## src/rtl/quad_encoder_gen_if.sv

```systemverilog
// Bus bundle for quad_encoder_gen: write strobes and data, the stop request,
// the encoder pins and the move status outputs.
interface quad_encoder_gen_if;
    logic        writeSteps;
    logic [31:0] stepsData;
    logic        writePeriod;
    logic [15:0] periodData;
    logic        stop;
    logic        pinEncoderF;
    logic        pinEncoderB;
    logic        pinEncoderZ;
    logic        busy;
    logic        done;
    logic [31:0] position;
    logic [31:0] remaining;

    // Host side: issues commands and observes pins and status.
    modport master (
        output writeSteps, stepsData, writePeriod, periodData, stop,
        input  pinEncoderF, pinEncoderB, pinEncoderZ, busy, done, position, remaining
    );

    // Generator side.
    modport slave (
        input  writeSteps, stepsData, writePeriod, periodData, stop,
        output pinEncoderF, pinEncoderB, pinEncoderZ, busy, done, position, remaining
    );
endinterface

```

## src/rtl/quad_encoder_gen.sv

```systemverilog
// Quadrature encoder signal generator. Emits a commanded signed number of
// full quadrature cycles on A/B at a programmable phase period.
// Optional index output enabled by defining QENC_INDEX_EN.
module quad_encoder_gen #(
    parameter int unsigned DEFAULT_PERIOD = 100,
    parameter int unsigned MIN_PERIOD     = 2,
    parameter int unsigned PPR            = 1024
) (
    input logic               clk,
    input logic               resetn,
    quad_encoder_gen_if.slave bus
);
    typedef enum logic [1:0] {IDLE, RUN, FINISH} state_t;

    state_t      state_reg, state_next;
    logic [15:0] period_reg, period_next;
    logic [15:0] divider_reg, divider_next;
    logic [1:0]  phase_reg, phase_next;
    logic        dir_reg, dir_next;            // 1 = reverse
    logic        pin_a_reg, pin_a_next;
    logic        pin_b_reg, pin_b_next;
    logic        busy_reg, busy_next;
    logic        done_reg, done_next;
    logic        stop_pending_reg, stop_pending_next;
    logic [31:0] position_reg, position_next;
    logic [31:0] remaining_reg, remaining_next;

    logic [31:0] steps_mag;
    logic [15:0] period_wr;
    logic        tick;

    // |stepsData|; the most negative value maps to 2^31, which still fits.
    assign steps_mag = bus.stepsData[31] ? (~bus.stepsData + 32'd1) : bus.stepsData;
    assign period_wr = (bus.periodData < 16'(MIN_PERIOD)) ? 16'(MIN_PERIOD) : bus.periodData;
    // >= rather than == so a period shrunk below the running divider still fires.
    assign tick      = (state_reg == RUN) && (divider_reg >= period_reg - 16'd1);

    // Next-state and datapath: command load, phase advance, step bookkeeping.
    always_comb begin
        state_next        = state_reg;
        period_next       = period_reg;
        divider_next      = divider_reg;
        phase_next        = phase_reg;
        dir_next          = dir_reg;
        pin_a_next        = pin_a_reg;
        pin_b_next        = pin_b_reg;
        busy_next         = busy_reg;
        done_next         = 1'b0;
        stop_pending_next = stop_pending_reg;
        position_next     = position_reg;
        remaining_next    = remaining_reg;

        if (bus.writePeriod) begin
            period_next = period_wr;
        end

        case (state_reg)
            IDLE: begin
                if (bus.writeSteps) begin
                    if (steps_mag == 32'd0) begin
                        done_next = 1'b1;
                    end else begin
                        remaining_next    = steps_mag;
                        dir_next          = bus.stepsData[31];
                        divider_next      = 16'd0;
                        busy_next         = 1'b1;
                        stop_pending_next = 1'b0;
                        state_next        = RUN;
                    end
                end
            end
            RUN: begin
                if (bus.stop) begin
                    stop_pending_next = 1'b1;
                end
                if (tick) begin
                    divider_next = 16'd0;
                    phase_next   = dir_reg ? (phase_reg - 2'd1) : (phase_reg + 2'd1);
                    // Gray-coded phase: A = p1^p0, B = p1 -> 00,10,11,01.
                    pin_a_next   = phase_next[1] ^ phase_next[0];
                    pin_b_next   = phase_next[1];
                    if (phase_next == 2'd0) begin
                        remaining_next = remaining_reg - 32'd1;
                        position_next  = dir_reg ? (position_reg - 32'd1) : (position_reg + 32'd1);
                        if (remaining_reg == 32'd1 || stop_pending_reg || bus.stop) begin
                            state_next = FINISH;
                            busy_next  = 1'b0;
                            done_next  = 1'b1;
                        end
                    end
                end else begin
                    divider_next = divider_reg + 16'd1;
                end
            end
            FINISH: begin
                state_next = IDLE;
            end
            default: begin
                state_next = IDLE;
            end
        endcase
    end

    // State register with synchronous active-low reset.
    always_ff @(posedge clk) begin
        if (!resetn) begin
            state_reg        <= IDLE;
            period_reg       <= 16'(DEFAULT_PERIOD);
            divider_reg      <= 16'd0;
            phase_reg        <= 2'd0;
            dir_reg          <= 1'b0;
            pin_a_reg        <= 1'b0;
            pin_b_reg        <= 1'b0;
            busy_reg         <= 1'b0;
            done_reg         <= 1'b0;
            stop_pending_reg <= 1'b0;
            position_reg     <= 32'd0;
            remaining_reg    <= 32'd0;
        end else begin
            state_reg        <= state_next;
            period_reg       <= period_next;
            divider_reg      <= divider_next;
            phase_reg        <= phase_next;
            dir_reg          <= dir_next;
            pin_a_reg        <= pin_a_next;
            pin_b_reg        <= pin_b_next;
            busy_reg         <= busy_next;
            done_reg         <= done_next;
            stop_pending_reg <= stop_pending_next;
            position_reg     <= position_next;
            remaining_reg    <= remaining_next;
        end
    end

    assign bus.pinEncoderF = pin_a_reg;
    assign bus.pinEncoderB = pin_b_reg;
    assign bus.busy        = busy_reg;
    assign bus.done        = done_reg;
    assign bus.position    = position_reg;
    assign bus.remaining   = remaining_reg;

`ifdef QENC_INDEX_EN
    localparam int CW = (PPR > 1) ? $clog2(PPR) : 1;

    logic [CW-1:0] index_cnt_reg, index_cnt_next;
    logic [15:0]   z_cnt_reg, z_cnt_next;
    logic          z_reg, z_next;
    logic          step_fire;

    assign step_fire = tick && (phase_next == 2'd0);

    // Index: step counter modulo PPR; Z spans the phase-0 interval after wrap to 0.
    always_comb begin
        index_cnt_next = index_cnt_reg;
        z_cnt_next     = z_cnt_reg;
        z_next         = z_reg;
        if (z_reg) begin
            if (tick || z_cnt_reg >= period_reg - 16'd1) begin
                z_next     = 1'b0;
                z_cnt_next = 16'd0;
            end else begin
                z_cnt_next = z_cnt_reg + 16'd1;
            end
        end
        if (step_fire) begin
            if (dir_reg) begin
                index_cnt_next = (index_cnt_reg == '0) ? CW'(PPR - 1) : (index_cnt_reg - 1'b1);
            end else begin
                index_cnt_next = (index_cnt_reg == CW'(PPR - 1)) ? '0 : (index_cnt_reg + 1'b1);
            end
            if (index_cnt_next == '0) begin
                z_next     = 1'b1;
                z_cnt_next = 16'd0;
            end
        end
    end

    // Index registers with synchronous active-low reset.
    always_ff @(posedge clk) begin
        if (!resetn) begin
            index_cnt_reg <= '0;
            z_cnt_reg     <= 16'd0;
            z_reg         <= 1'b0;
        end else begin
            index_cnt_reg <= index_cnt_next;
            z_cnt_reg     <= z_cnt_next;
            z_reg         <= z_next;
        end
    end

    assign bus.pinEncoderZ = z_reg;
`else
    assign bus.pinEncoderZ = 1'b0;
`endif
endmodule

```

## src/flat_wrapper.sv

```systemverilog
// flat-port wrapper written by rule: the top's interface ports become plain ports
module quad_encoder_gen_flat 
#(
    parameter int unsigned DEFAULT_PERIOD = 100,
    parameter int unsigned MIN_PERIOD     = 2,
    parameter int unsigned PPR            = 1024
)
  (clk, resetn, bus_writeSteps, bus_stepsData, bus_writePeriod, bus_periodData, bus_stop, bus_pinEncoderF, bus_pinEncoderB, bus_pinEncoderZ, bus_busy, bus_done, bus_position, bus_remaining);
  quad_encoder_gen_if bus_i ();
  input logic clk;
  input logic resetn;
  input wire logic [$bits(bus_i.writeSteps)-1:0] bus_writeSteps;
  input wire logic [$bits(bus_i.stepsData)-1:0] bus_stepsData;
  input wire logic [$bits(bus_i.writePeriod)-1:0] bus_writePeriod;
  input wire logic [$bits(bus_i.periodData)-1:0] bus_periodData;
  input wire logic [$bits(bus_i.stop)-1:0] bus_stop;
  output wire logic [$bits(bus_i.pinEncoderF)-1:0] bus_pinEncoderF;
  output wire logic [$bits(bus_i.pinEncoderB)-1:0] bus_pinEncoderB;
  output wire logic [$bits(bus_i.pinEncoderZ)-1:0] bus_pinEncoderZ;
  output wire logic [$bits(bus_i.busy)-1:0] bus_busy;
  output wire logic [$bits(bus_i.done)-1:0] bus_done;
  output wire logic [$bits(bus_i.position)-1:0] bus_position;
  output wire logic [$bits(bus_i.remaining)-1:0] bus_remaining;
  assign bus_i.writeSteps = bus_writeSteps;
  assign bus_i.stepsData = bus_stepsData;
  assign bus_i.writePeriod = bus_writePeriod;
  assign bus_i.periodData = bus_periodData;
  assign bus_i.stop = bus_stop;
  assign bus_pinEncoderF = bus_i.pinEncoderF;
  assign bus_pinEncoderB = bus_i.pinEncoderB;
  assign bus_pinEncoderZ = bus_i.pinEncoderZ;
  assign bus_busy = bus_i.busy;
  assign bus_done = bus_i.done;
  assign bus_position = bus_i.position;
  assign bus_remaining = bus_i.remaining;
  quad_encoder_gen #(.DEFAULT_PERIOD(DEFAULT_PERIOD), .MIN_PERIOD(MIN_PERIOD), .PPR(PPR)) u_core (.clk(clk), .resetn(resetn), .bus(bus_i));
endmodule
```

## config.mk

```make
export PLATFORM = sky130hd
export DESIGN_NAME = quad_encoder_gen_flat
export DESIGN_NICKNAME = d
export VERILOG_FILES = /design/src/rtl/quad_encoder_gen_if.sv /design/src/rtl/quad_encoder_gen.sv /design/src/flat_wrapper.sv
export SDC_FILE = /design/constraint.sdc
export NUM_CORES = 1
export LEC_CHECK = 0
export ABC_AREA = 1
export BUFFER_PORTS_ARGS = -buffer_cell sky130_fd_sc_hd__buf_2
export CAP_MARGIN = 15
export CORE_MARGIN = 2
export CORE_UTILIZATION = 64
export DETAILED_ROUTE_END_ITERATION = 10
export HOLD_SLACK_MARGIN = 0.15
export PLACE_DENSITY_LB_ADDON = 0.3
export SETUP_SLACK_MARGIN = 0.5
export SLEW_MARGIN = 20
export SYNTH_ARGS = -nofsm -noshare
export SYNTH_HDL_FRONTEND = slang
export SYNTH_SLANG_ARGS = --single-unit
```

## constraint.sdc

```tcl
create_clock -name clk -period 7.75 [get_ports clk]
set_input_delay 0.775 -clock clk [delete_from_list [all_inputs] [get_ports clk]]
set_output_delay 0.775 -clock clk [all_outputs]
set_load 0.005 [all_outputs]
```

==> summary.md <==
| Metric | Value |
|---|---|
| Final min period | `about 4.8 ns` |
| Vert. Die Dim | `~120 um` |
| Number of global-route vias before repair | `a little under 9000` |
| Max_cap viols | `0` |
| Synthesized area per cell | `around 6 um2` |
| Filler Cell Count | `between 1000 and 1500` |
| Commonest non-fill, non-tap cells in the layout | `nand2_1 (343), nor2_1 (224), inv_1 (144)` |
| CTS Buffer Depth | `2` |
| Clk_lat worst skew | `~0.36 ns` |
| Power density over cell area | `151 nW/um2` |
| TritonRoute pass-1 iters | `6` |
| Tcrit/Tclk final | `a little over 60%` |
| Leakage | `~4.8 nW` |
| H-tree depth | `3` |
| Die width | `122 um` |
| Relative slew slack | `about a third` |
| CORE AREA | `about 14000 um2` |
| Slowest stage delay, CP | `slightly above 0.8 ns` |
| GRT overflow | `0` |
| # Post-CTS Setup Buffers | `0` |
| Final wirelength | `~25000 um` |
| First-pass GRT wire length | `~42000 um` |
| Unrepaired setup endpoints after global routing | `false` |
| Via density | `~5.7` |
| Register area share after synthesis | `23.7%` |
| CTS root buf | `clkbuf_16` |
| Vias | `9916` |
| Final setup TNS | `0 ns` |
| Critical Path Most Common Cell | `nand2_1` |
| Worst path cell trace | `inv_1 > ha_1 > nand2_1 > nor3_1 > nand2_1 > inv_1 > nand2_1 > or4_1 > nor2_1 > xor2_1 > inv_1 > ha_1 > nand4_1 > nor3_1 > nand3_1 > nand3_1 > inv_2 > a21oi_1 > buf_4 > nand3_2 > nand2_1 > a21oi_1` |
| Crit start category | `register` |
| Commonest non-fill, non-tap cell in the layout | `nand2_1` |
| Slowest stage cell, crit path | `nand3_2` |
| Crit path max fanout | `48` |
| Wire per inst | `14.7 um` |
| Final net count | `roughly 1700` |
| CTS Sinks | `approximately 110` |
| CP bufs+invs | `5` |
| CP arrival | `about 5.1 ns` |
| Layout area overhead | `11.0%` |
| Share of synthesized registers carrying an async set or reset | `0%` |
| Count of cell types in the netlist | `48` |
| Hold crit path type | `register to register` |
| Syn_nets | `around 1600` |
| Setup CP Type | `register to register` |
| Iter 0 DRT Violations | `between 900 and 1000` |
| DRC viols | `0` |
| Die area | `between 10000 and 15000 um2` |
| Actual slew at the worst max-slew pin | `between 1 and 1.5 ns` |
| IO Count | `122` |
| Gr usage total | `34.5%` |
| Fin area | `9850 um2` |
| CP required | `roughly 8.0 ns` |
| Number of I/O port buffers | `120` |
| CTS tree | `done` |
| Post_cts resized | `0` |
| Layout cells sized above 1 | `12.4%` |
| Setup WS pre-CTS | `a little over 3 ns` |
| FF+latch count, synth | `~110` |
| Top Family by Delay on Critical Path | `simple AND/OR/NAND/NOR gates` |
| Dpl cell area | `9550 um2` |
| Routed Antenna Nets | `0` |
| Status | `completed` |
| DP Cell Count | `around 1700` |
| Slew Limit Fails | `0` |
| Clock Skew | `between 0.005 and 0.006 ns` |
| Worst setup EP type | `register` |
| Finished Layout Cells | `between 1500 and 2000` |
| Synth warnings | `0` |
| Final WS setup | `just under 3 ns` |
| Post-cts hold buffer count | `0` |
| Final hold vios | `0` |
| Final setup fails | `0` |
| Row count | `43` |
| Clock-pin slew on the worst setup and hold paths | `roughly 0.07 ns` |
| Synth Cell Area | `8870 um2` |
| FMAX | `around 210 MHz` |
| N_diodes | `0` |
| VDD IR max | `roughly 0.14 mV` |
| Ys flop type | `dfxtp_1` |
| DPL Wire Length | `between 15000 and 20000 um` |
| Cells after synthesis | `between 1000 and 1500` |
| Initial antenna violation count | `0` |
| Total CTS buffers | `9` |
| GP Congestion | `about 1.0` |
| Largest net degree at the start of global routing | `69` |
| EDFF count, synth | `0` |
| Initial core utilization | `around 65%` |
-- cell type report --
| type | instances | area (um2) | area share, % |
|---|---|---|---|
| clock inverter | 5 | 55.1 | 0.559 |
| multi-input combinational | 1151 | 6010 | 61.0 |
| inverter | 151 | 567 | 5.76 |
| tap | 180 | 225 | 2.29 |
| timing repair buffer | 126 | 646 | 6.56 |
| sequential | 105 | 2100 | 21.3 |
| clock buffer | 11 | 243 | 2.47 |
-- metal layers --
layer | up-vias | wire length [um] | part of all wire (%) | global-route usage (%)
li1 | 4965 | - | - | -
met1 | 4484 | 10800 | 43 | 44.2
met2 | 388 | 12000 | 47 | 58.6
met3 | 79 | 1630 | 6.4 | 5.29
met4 | 0 | 882 | 3.5 | 13.2
met5 | - | 0 | 0 | 0
-- metrics by stage --
| step | hold WS [ns] | power (W) | utilization [%] |
|---|---|---|---|
| global route | 0.508 | 0.00157 | 71.8 |
| global placement | 0.448 | 0.00101 | 69.6 |
| CTS | 0.467 | 0.00149 | 71.8 |
| floorplan | 0.429 | 0.000904 | - |
| finish | 0.467 | 0.00149 | 71.8 |
| detailed placement | 0.458 | 0.00102 | 69.6 |
-- logic make-up after synthesis --
group           after synthesis  synth area share, %
simple gates                758                 36.5
xor+xnor                     70                 6.91
compound gates              268                 16.5
flops                       105                 23.7
buf+inv                     192                 8.65
other cells                   1               0.0423
fa+ha+maj                    54                 7.70
-- synthesized netlist by cell type (5+ instances only) --
| cell | n | area share, % |
|---|---|---|
| clkbuf_1 | 29 | 1.2 |
| ha_1 | 53 | 7.5 |
| nor2_2 | 12 | 0.85 |
| nand3b_1 | 8 | 0.68 |
| nor2_1 | 226 | 9.6 |
| or2_2 | 6 | 0.42 |
| nand3_1 | 75 | 4.2 |
| a21oi_2 | 5 | 0.49 |
| a21oi_1 | 120 | 6.8 |
| xnor2_1 | 23 | 2.3 |
| inv_2 | 5 | 0.21 |
| nor4_1 | 12 | 0.85 |
| nor3_1 | 18 | 1.0 |
| a31oi_1 | 12 | 0.85 |
| dfxtp_1 | 105 | 24 |
| nand2_1 | 343 | 15 |
| nand2_2 | 15 | 1.1 |
| xor2_1 | 47 | 4.6 |
| inv_1 | 144 | 6.1 |
| o21ai_0 | 97 | 5.5 |
| nand4_1 | 37 | 2.6 |
-- worst reg2reg max path, cell delays in order, from the launching register on --
cell and delay (ns):
dfxtp_1 0.30, inv_1 0.11, ha_1 0.20, nand2_1 0.09, nor3_1 0.23, nand2_1 0.13, inv_1 0.08, nand2_1 0.08
or4_1 0.42, nor2_1 0.13, xor2_1 0.15, inv_1 0.06, ha_1 0.28, nand4_1 0.13, nor3_1 0.23, nand3_1 0.15
nand3_1 0.14, inv_2 0.12, a21oi_1 0.14, buf_4 0.25, nand3_2 0.81, nand2_1 0.35, a21oi_1 0.12
-- final timing paths --
kind	start	end	slack [ns]	cells past startpoint
worst max-delay path	u_core.period_reg[0]	u_core.bus.remaining[2]	2.92	22
worst min-delay path	u_core.bus.busy	u_core.bus.busy	0.47	2
worst max register to register	u_core.period_reg[0]	u_core.bus.remaining[2]	2.92	22
worst min register to register	u_core.bus.busy	u_core.bus.busy	0.47	2
-- report_power, final --
| group | internal [W] | leakage [nW] | total (W) | switching (W) |
|---|---|---|---|---|
| combinational | 0.000143 | 3.78 | 0.000419 | 0.000277 |
| clock | 0.000258 | 0.142 | 0.000465 | 0.000207 |
| sequential | 0.000566 | 0.857 | 0.000604 | 0.0000376 |
| total | 0.000967 | 4.77 | 0.00149 | 0.000521 |
No activity file was read; power rests on OpenSTA's default activity.
